### config.mk
export PLATFORM = sky130hd
export DESIGN_NAME = register_bank_write
export DESIGN_NICKNAME = d
export VERILOG_FILES = /design/src/rtl/reg_bank_pkg.sv /design/src/rtl/write_operation.sv /design/src/rtl/register_bank_write.sv
export SDC_FILE = /design/constraint.sdc
export NUM_CORES = 1
export LEC_CHECK = 0
export CAP_MARGIN = 15
export CORE_AREA = 8 8 154 156
export DETAILED_ROUTE_END_ITERATION = 16
export DIE_AREA = 0 0 162 164
export PLACE_DENSITY = 0.88
export SYNTH_ARGS = -nofsm -noshare
export SYNTH_HDL_FRONTEND = slang
export SYNTH_SLANG_ARGS = --single-unit
### constraint.sdc
create_clock -name clk -period 8.4 [get_ports clk]
set_input_delay 1.68 -clock clk [delete_from_list [all_inputs] [get_ports clk]]
set_output_delay 1.68 -clock clk [all_outputs]
set_load 0.005 [all_outputs]
### src/rtl/reg_bank_pkg.sv
// Shared constants and state encoding for the 8 x 32-bit register bank.
package reg_bank_pkg;

    localparam int DATA_W    = 32;
    localparam int ADDR_W    = 3;
    localparam int REG_COUNT = 2 ** ADDR_W;

    localparam logic [DATA_W-1:0] RESET_VAL = 32'h0000_0000;

    typedef enum logic {
        IDLE  = 1'b0,
        CLEAR = 1'b1
    } state_t;

endpackage

### src/rtl/write_operation.sv
// Combinational address decoder producing a one-hot (or all-zero) write-enable vector.
module write_operation
#(
    parameter int ADDR_W = reg_bank_pkg::ADDR_W
) (
    input  logic [ADDR_W-1:0]      Addr,
    input  logic                   en,
    output logic [2**ADDR_W-1:0]   wEn
);

    always_comb begin
        wEn = '0;
        if (en) begin
            wEn[Addr] = 1'b1;
        end
    end

endmodule

### src/rtl/register_bank_write.sv
// Storage and write side of the register bank: single-word writes plus a
// sequenced eight-cycle bulk clear that walks the bank one register per edge.
module register_bank_write
#(
    parameter int DATA_W = reg_bank_pkg::DATA_W,
    parameter int ADDR_W = reg_bank_pkg::ADDR_W
) (
    input  logic              clk,
    input  logic              reset,
    input  logic              we,
    input  logic [ADDR_W-1:0] wAddr,
    input  logic [DATA_W-1:0] wData,
    input  logic              clr_req,
    output logic              busy,
    output logic [DATA_W-1:0] from_reg0,
    output logic [DATA_W-1:0] from_reg1,
    output logic [DATA_W-1:0] from_reg2,
    output logic [DATA_W-1:0] from_reg3,
    output logic [DATA_W-1:0] from_reg4,
    output logic [DATA_W-1:0] from_reg5,
    output logic [DATA_W-1:0] from_reg6,
    output logic [DATA_W-1:0] from_reg7
);

    import reg_bank_pkg::*;

    localparam int NREG = 2 ** ADDR_W;

    state_t            r_state;
    logic [ADDR_W-1:0] r_clr_cnt;
    logic              r_busy;
    logic [DATA_W-1:0] r_regs [NREG];

    logic [ADDR_W-1:0] w_dec_addr;
    logic              w_dec_en;
    logic [NREG-1:0]   w_wen;
    logic [DATA_W-1:0] w_next_data;

    // The shared decoder is steered by the clear counter while clearing,
    // which is also what drops any write that arrives during CLEAR.
    always_comb begin
        w_dec_addr  = wAddr;
        w_dec_en    = we;
        w_next_data = wData;
        if (r_state == CLEAR) begin
            w_dec_addr  = r_clr_cnt;
            w_dec_en    = 1'b1;
            w_next_data = '0;
        end
    end

    write_operation #(
        .ADDR_W (ADDR_W)
    ) u_write_operation (
        .Addr (w_dec_addr),
        .en   (w_dec_en),
        .wEn  (w_wen)
    );

    always_ff @(posedge clk) begin
        if (reset) begin
            r_state   <= IDLE;
            r_clr_cnt <= '0;
            r_busy    <= 1'b0;
            for (int unsigned i = 0; i < NREG; i++) begin
                r_regs[i] <= DATA_W'(RESET_VAL);
            end
        end else begin
            for (int unsigned i = 0; i < NREG; i++) begin
                if (w_wen[i]) begin
                    r_regs[i] <= w_next_data;
                end
            end

            case (r_state)
                IDLE: begin
                    if (clr_req) begin
                        r_state   <= CLEAR;
                        r_clr_cnt <= '0;
                        r_busy    <= 1'b1;
                    end
                end
                CLEAR: begin
                    r_clr_cnt <= r_clr_cnt + 1'b1;
                    // A request still held when the last register clears starts the
                    // next pass straight away, so busy shows no gap between passes.
                    if (&r_clr_cnt) begin
                        if (clr_req) begin
                            r_state <= CLEAR;
                            r_busy  <= 1'b1;
                        end else begin
                            r_state <= IDLE;
                            r_busy  <= 1'b0;
                        end
                    end
                end
                default: begin
                    r_state   <= IDLE;
                    r_clr_cnt <= '0;
                    r_busy    <= 1'b0;
                end
            endcase
        end
    end

    assign busy      = r_busy;
    assign from_reg0 = r_regs[0];
    assign from_reg1 = r_regs[1];
    assign from_reg2 = r_regs[2];
    assign from_reg3 = r_regs[3];
    assign from_reg4 = r_regs[4];
    assign from_reg5 = r_regs[5];
    assign from_reg6 = r_regs[6];
    assign from_reg7 = r_regs[7];

endmodule

# --- Word-level counts from Yosys, hierarchy flattened ---
# Memory sizes are Yosys's and may differ from the RTL's.
# Index checks and enable logic that the tools add are counted.
# Widths: inputs -> output; s select.
totals:
  register_bits: 5
  mem_bits_rw: 256
  input_bits: 39
  output_inout_bits: 257
  wordCells: 69
  memories: 1
classes:
  add_sub_neg: 1
  order_cmp: 2
  eq_ne: 2
  mux: 48
  bitwise_logic: 9
  reduce_logical: 3
mem_list:
  columns: ["name", "words", "word_bits", "read_ports", "rd_clocked_by_memory_dff", "wr", "line_no", "rtl"]
  rows:
  - ["r_regs", 8, 32, 8, 0, 8, "register_bank_write.sv:32", "logic [DATA_W-1:0] r_regs [NREG];"]
op_table:
  columns: ["cell", "count"]
  rows:
  - ["$mux 32", 9]
  - ["$mux 1", 32]
  - ["$mux 8", 1]
  - ["$or 1x1->1", 8]
  - ["$mux 3", 2]
  - ["$pmux 3 s2", 1]
  - ["$lt 3x4->1 const B", 1]
  - ["$pmux 1 s2", 2]
  - ["$add 3x1->3 const B", 1]
  - ["$demux 1 s3", 1]
  - ["$ge 3x1->1 const B", 1]
  - ["$reduce_and 3->1", 1]
  - ["$ne 2x1->1 const B", 1]
  - ["$ne 2x2->1 const B", 1]
  - ["$reduce_and 2->1", 1]
  - ["$logic_and 1x1->1", 1]
  - ["$not 1->1", 1]

# --- Longest topological paths before layout ---
# Gate-level depths: netlist (run 1).
depth:
  ltp_word: 10
  ltp_mapped: 5
  ltp_nobuf: 5

# --- Cells and area by module ---
# Synthesis (run 1) repeated with hierarchy kept, for this count alone.
hier_totals:
  hier_cells: 585
  hier_area_um2: 9634.2
by_module_without_submodules:
  columns: ["mod", "n_inst", "cells_per_inst", "area_per_inst_um2", "seq_area_each_um2"]
  rows:
  - ["register_bank_write", 1, 577, 9539.1, 7787.5]
  - ["write_operation", 1, 8, 95.1, 0.0]

# --- Worst setup path after synthesis (run 1) ---
# No wires, ideal clock.
synth_path:
  path_kind: "input-to-reg"
  startpoint: "in wAddr[1]"
  endpoint: "mem r_regs[1][0] (netlist: r_regs[0][32]) (enable)"
  setup_time_ns: 0.428
  t_arrival_ns: 3.777
  t_required_ns: 7.972
  path_slack_ns: 4.195
  path_stages: 4
  n_path_buf: 1
  path_cell_list: "nor3_1 -> nor2_1 -> buf_6 -> o21bai_1"
synth_lines:
  columns: ["element", "line_no", "rtl"]
  rows:
  - ["from (decl)", "register_bank_write.sv:11", "input logic [ADDR_W-1:0] wAddr,"]
  - ["to (decl)", "register_bank_write.sv:32", null]

==> impl_metrics.ini, run 1 <==
[floorplanning]
ioPinCount = 296
die_h_um = 164
placementRows = 54
coreArea_um2 = 21400
start_util_pct = 44.2
die_width_um = 162
die_area_um2 = 26600

[pwr]
p_leak_nw = 4.86
p_per_area_nw_per_um2 = 221
power.total_mw = 2.99
ir_drop_mv = 0.174

[hold_path]
hold_path.class = flop to flop
hold_end = busy
holdPathStages = 2
min_from = busy

[drt]
ant_nets = 0
viasPerCell = 5.22
first_pass_iters = 5
post_drt_wl_per_cell_um = 23.4
vias = 6216
drc_errors = 0
drtIter0Drc = 525
routed_wl_um = 27900

[logic_synthesis]
synth_top_area_share_pct = 81.5
ys_types = 24
synth_top_cell_by_area = edfxtp_1
synth.cell_area_um2 = 9430
synthTopCellsByArea = edfxtp_1 (82%), nor3_1 (5.1%), nor2_1 (4.1%), inv_1 (1.3%), nand2_1 (1.3%)
ys_warn_count = 0
syn_inst = 595
synth-seq-cells = 261
synth.avg_cell_area_um2 = 15.8
yosysSeqAreaShare_pct = 82.6
synth_nets = 636

[sta]
period_needed_ps = 4210
slew_headroom_pct = 18.7
finalCritPeriodShare_pct = 50.2
slew_viol_final = 0
finalHoldViolations = 0
setup_ws_ps = 4190
fmax_ghz = 0.237
clock_skew_ps = 21.2
rsz0062_at_grt = no
worstMarginPinSlew_ps = 1220
final-setup-viol-count = 0
tns_ps = 0
hold_slack_ps = 569

[clock_network]
clock-sinks = 261
clk_latency_ps = 530
clockRootBuffer = clkbuf_16
cts_htree_levels = 1
cts_buffers = 27
clk_pin_slew_worst_paths_ps = 60
clockBufferDepth = 3
postCtsSetupBuffers = 0
cts_tree = yes
ctsResizeCount = 0
holdBufCountCts = 0

[place]
io_buffers = 295
placed_area_um2 = 12700
pre_cts_ws_ps = 3670
dp_cells = 1141
dp_hpwl_um = 18700
place_congestion = 0.740

[final_layout]
fin_util_pct = 63.3
seq_area_um2 = 7790
fillCellCount = 1542
final_area_um2 = 13500
syn_to_final_growth_pct = 43.4
final_cells = 1191
drive_above_1_share_pct = 7.03
antenna_cells = 0
finalNetCount = 931
multi_input_area_um2 = 1410

[global_routing]
gr-total-overflow = 0
grt_max_degree = 55
grt_pass1_wl_um = 40200
grt_use_total_pct = 20.2
grt_pass1_vias = 6353
antenna_found_initial = 1

[worst_setup_path]
r2r-start = r_state
crit_type = primary input to flop
arrival_ps = 4230
rrSetupSlack_ps = 4830
cp_data_required_time_ps = 8420
reg2regPathDepth = 3
reg2reg_to = r_regs[0][10]
path_max_fanout = 33
critPathCaptureType = flop
startpoint_type = primary input

[job]
cap_violations = 0

[status]
status = finished clean
placed cells by master (no fill, tap or decap), drive strengths merged, types with 6 or more instances in the layout:
master	Yosys	final
nor2	105	105
edfxtp	256	256
clkbuf	1	33
nand2	32	32
clkinv	0	10
a21oi	6	6
nor3	97	97
clkdlybuf4s50	0	295
inv	33	35
nor3b	6	6
area by class of cell:
| type | instances | share of cell area, % |
|---|---|---|
| clock inverters | 17 | 1.06 |
| clock buffers | 33 | 5.16 |
| well taps | 280 | 2.59 |
| multi-input cells | 267 | 10.4 |
| flip-flops and latches | 261 | 57.6 |
| inverters | 33 | 0.916 |
| repair buffers | 300 | 22.2 |
metal layers:
metal  track usage (%)  wire (um)  vias to the layer above
li1                  -          -                     2751
met1              23.1      10200                     3048
met2              35.0      13900                      355
met3              5.76       2690                       60
met4              8.59       1060                        2
met5                 0         13                        -
how the worst max path moves through the flow:
stage	from	to	slack, ps	cells past startpoint
2_1_floorplan	wAddr[1]	r_regs[0][32]	4200	4
3_3_place_gp	wAddr[2]	r_regs[0][10]	3860	4
3_5_place_dp	wAddr[2]	r_regs[0][7]	3670	4
4_1_cts	wAddr[2]	r_regs[0][13]	4210	4
5_1_grt	wAddr[1]	r_regs[0][11]	4070	4
6_report	wAddr[2]	r_regs[0][10]	4190	4
cell families (layout without fill, tap and decap cells):
family          count (synthesis)  in the layout  synth area share, %
buf+inv                        67            383                 3.61
flops                         261            261                 82.6
compound gates                 16             16                 1.39
fa+ha+maj                       2              2                0.265
simple gates                  249            249                 12.1
sequential cells by signal (all words and copies together) (netlist names):
register and count:
busy 1, r_clr_cnt 3, r_regs 256, r_state 1
power by group:
| group | internal [mW] | total [mW] | switching, mW |
|---|---|---|---|
| Clock | 0.654 | 1.14 | 0.482 |
| Sequential | 1.51 | 1.54 | 0.0260 |
| Combinational | 0.151 | 0.317 | 0.166 |
Yosys cell counts, drive strengths merged:
cell / instances
edfxtp: 256
nor2: 105
nor3: 97
buf: 33
inv: 33
nand2: 32
a21oi: 6
nor3b: 6
dfxtp: 5
o21bai: 5
and3b: 4
nand2b: 4
o22ai: 3
ha: 2
a311oi: 1
a31oi: 1
and2b: 1
clkbuf: 1
worst max-delay path, cell delays in order:
cell,delay [ps]
clkdlybuf4s50_1,570
nor3_1,150
o22ai_4,950
nand2b_2,860
No activity file was read; power rests on OpenSTA's default activity.
==> inputs of run 2 (changes only) <==
--- a/config.mk
+++ b/config.mk
@@ -6,10 +6,10 @@
 export NUM_CORES = 1
 export LEC_CHECK = 0
 export CAP_MARGIN = 15
-export CORE_AREA = 8 8 154 156
+export CORE_AREA = 8 8 159 161
 export DETAILED_ROUTE_END_ITERATION = 16
-export DIE_AREA = 0 0 162 164
-export PLACE_DENSITY = 0.88
+export DIE_AREA = 0 0 167 169
+export PLACE_DENSITY = 0.87
 export SYNTH_ARGS = -nofsm -noshare
 export SYNTH_HDL_FRONTEND = slang
 export SYNTH_SLANG_ARGS = --single-unit
==> constraint.sdc (replaced) <==
create_clock -name clk -period 3.6 [get_ports clk]
set_input_delay 0.72 -clock clk [delete_from_list [all_inputs] [get_ports clk]]
set_output_delay 0.72 -clock clk [all_outputs]
set_load 0.005 [all_outputs]
==> impl_metrics.ini, run 2 (synthesis results as in run 1) <==
[place]
io_buffers = 295
pre_cts_ws_ps = 689
placed_area_um2 = 12900
place_congestion = 0.764
dp_hpwl_um = 20400
dp_cells = 1170

[final_layout]
drive_above_1_share_pct = 9.16
finalNetCount = 949
final_cells = 1220
fin_util_pct = 60.2
multi_input_area_um2 = 1410
final_area_um2 = 13800
biggestRegsByFlops = r_regs: 256 flops, r_clr_cnt: 3 flops
largest_reg_flops = 256
layout_common_cells = clkdlybuf4s50_1 (295), edfxtp_1 (256), nor2_1 (101)
fillCellCount = 1677
mostFrequentLayoutCell = clkdlybuf4s50_1
seq_area_um2 = 7790
syn_to_final_growth_pct = 46.3
top_register = r_regs

[hold_path]
hold_end = busy
holdPathStages = 2
hold_path.class = flop to flop
min_from = busy

[clock_network]
clock-sinks = 261
clockRootBuffer = clkbuf_16
holdBufCountCts = 0
cts_htree_levels = 1
clockBufferDepth = 3
cts_tree = yes
clk_latency_ps = 530
cts_buffers = 26
clk_pin_slew_worst_paths_ps = 60
postCtsSetupBuffers = 0
ctsResizeCount = 0

[drt]
viasPerCell = 5.15
first_pass_iters = 4
post_drt_wl_per_cell_um = 24.1
routed_wl_um = 29500
drtIter0Drc = 488
drc_errors = 0
vias = 6282
ant_nets = 0

[floorplanning]
ioPinCount = 296
die_width_um = 167
die_h_um = 169
die_area_um2 = 28200
coreArea_um2 = 22900
start_util_pct = 41.1
placementRows = 56

[worst_setup_path]
critPathCaptureType = flop
crit_type = flop to flop
reg2reg_to = r_regs[1][70]
rrSetupSlack_ps = 980
path_max_fanout = 20
reg2regPathDepth = 4
r2r-start = r_state
cp_data_required_time_ps = 3790
startpoint_type = flop
arrival_ps = 2800

[global_routing]
grt_max_degree = 58
grt_pass1_vias = 6589
grt_use_total_pct = 20.4
antenna_found_initial = 3
grt_use_met2_pct = 36.0
grtUsageMet3_pct = 6.76
gr-total-overflow = 0
top_usage_layer = met2
grt_pass1_wl_um = 42900
globalRouteMet1Util_pct = 22.7

[sta]
setup_ws_ps = 980
tns_ps = 0
period_needed_ps = 2620
finalHoldViolations = 0
hold_slack_ps = 553
worstMarginPinSlew_ps = 906
clock_skew_ps = 10.9
final-setup-viol-count = 0
rsz0062_at_grt = no
slew_headroom_pct = 39.5
fmax_ghz = 0.382
slew_viol_final = 0
finalCritPeriodShare_pct = 72.8

[pwr]
p_leak_nw = 5.01
p_per_area_nw_per_um2 = 524
power.total_mw = 7.23
ir_drop_mv = 0.334

[job]
cap_violations = 0

[status]
status = finished clean
==> run 2: cell types whose count changed in the layout (fill, tap and decap cells not counted), moves of 3 or more <==
| cell | change |
|---|---|
| buf_12 | +4 |
| clkinv_1 | -5 |
| buf_4 | +15 |
| bufinv_16 | +3 |
==> run 2: how the worst max path moves through the flow <==
stage	from	to	slack (ps)	cells after the start
CTS	r_state	r_regs[1][78]	1010	4
floorplan	wAddr[1]	r_regs[0][32]	360	4
global route	r_state	r_regs[1][78]	820	4
detailed placement	we	r_regs[1][78]	690	5
finish	r_state	r_regs[1][70]	980	4
global placement	we	r_regs[1][81]	760	5
==> run 2: critical path, stage by stage, from the launching register on <==
cell and delay, ps:
dfxtp_1 920, and2b_1 450, nor2_1 140, o21bai_4 360, buf_4 400
==> run 2: power by group <==
part	switching, mW	leakage [nW]	internal, mW
Combinational	0.403	1.87	0.378
Sequential	0.0606	2.70	3.53
Clock	1.12	0.445	1.74
==> run 2: cell type report <==
| cell class | count | area share (%) |
|---|---|---|
| Antenna cell | 2 | 0.0363 |
| Clock buffer | 34 | 5.09 |
| Clock inverter | 14 | 1.48 |
| Inverter | 33 | 0.898 |
| Multi-Input combinational cell | 267 | 10.2 |
| Sequential cell | 261 | 56.5 |
| Tap cell | 290 | 2.63 |
| Timing Repair Buffer | 319 | 23.2 |
==> run 2: routing by layer <==
metal  routed length [um]  vias to the layer above
met4                  818                        2
met5                    8                        -
met1                10900                     3091
met3                 2840                       47
met2                14900                      355
li1                     -                     2787
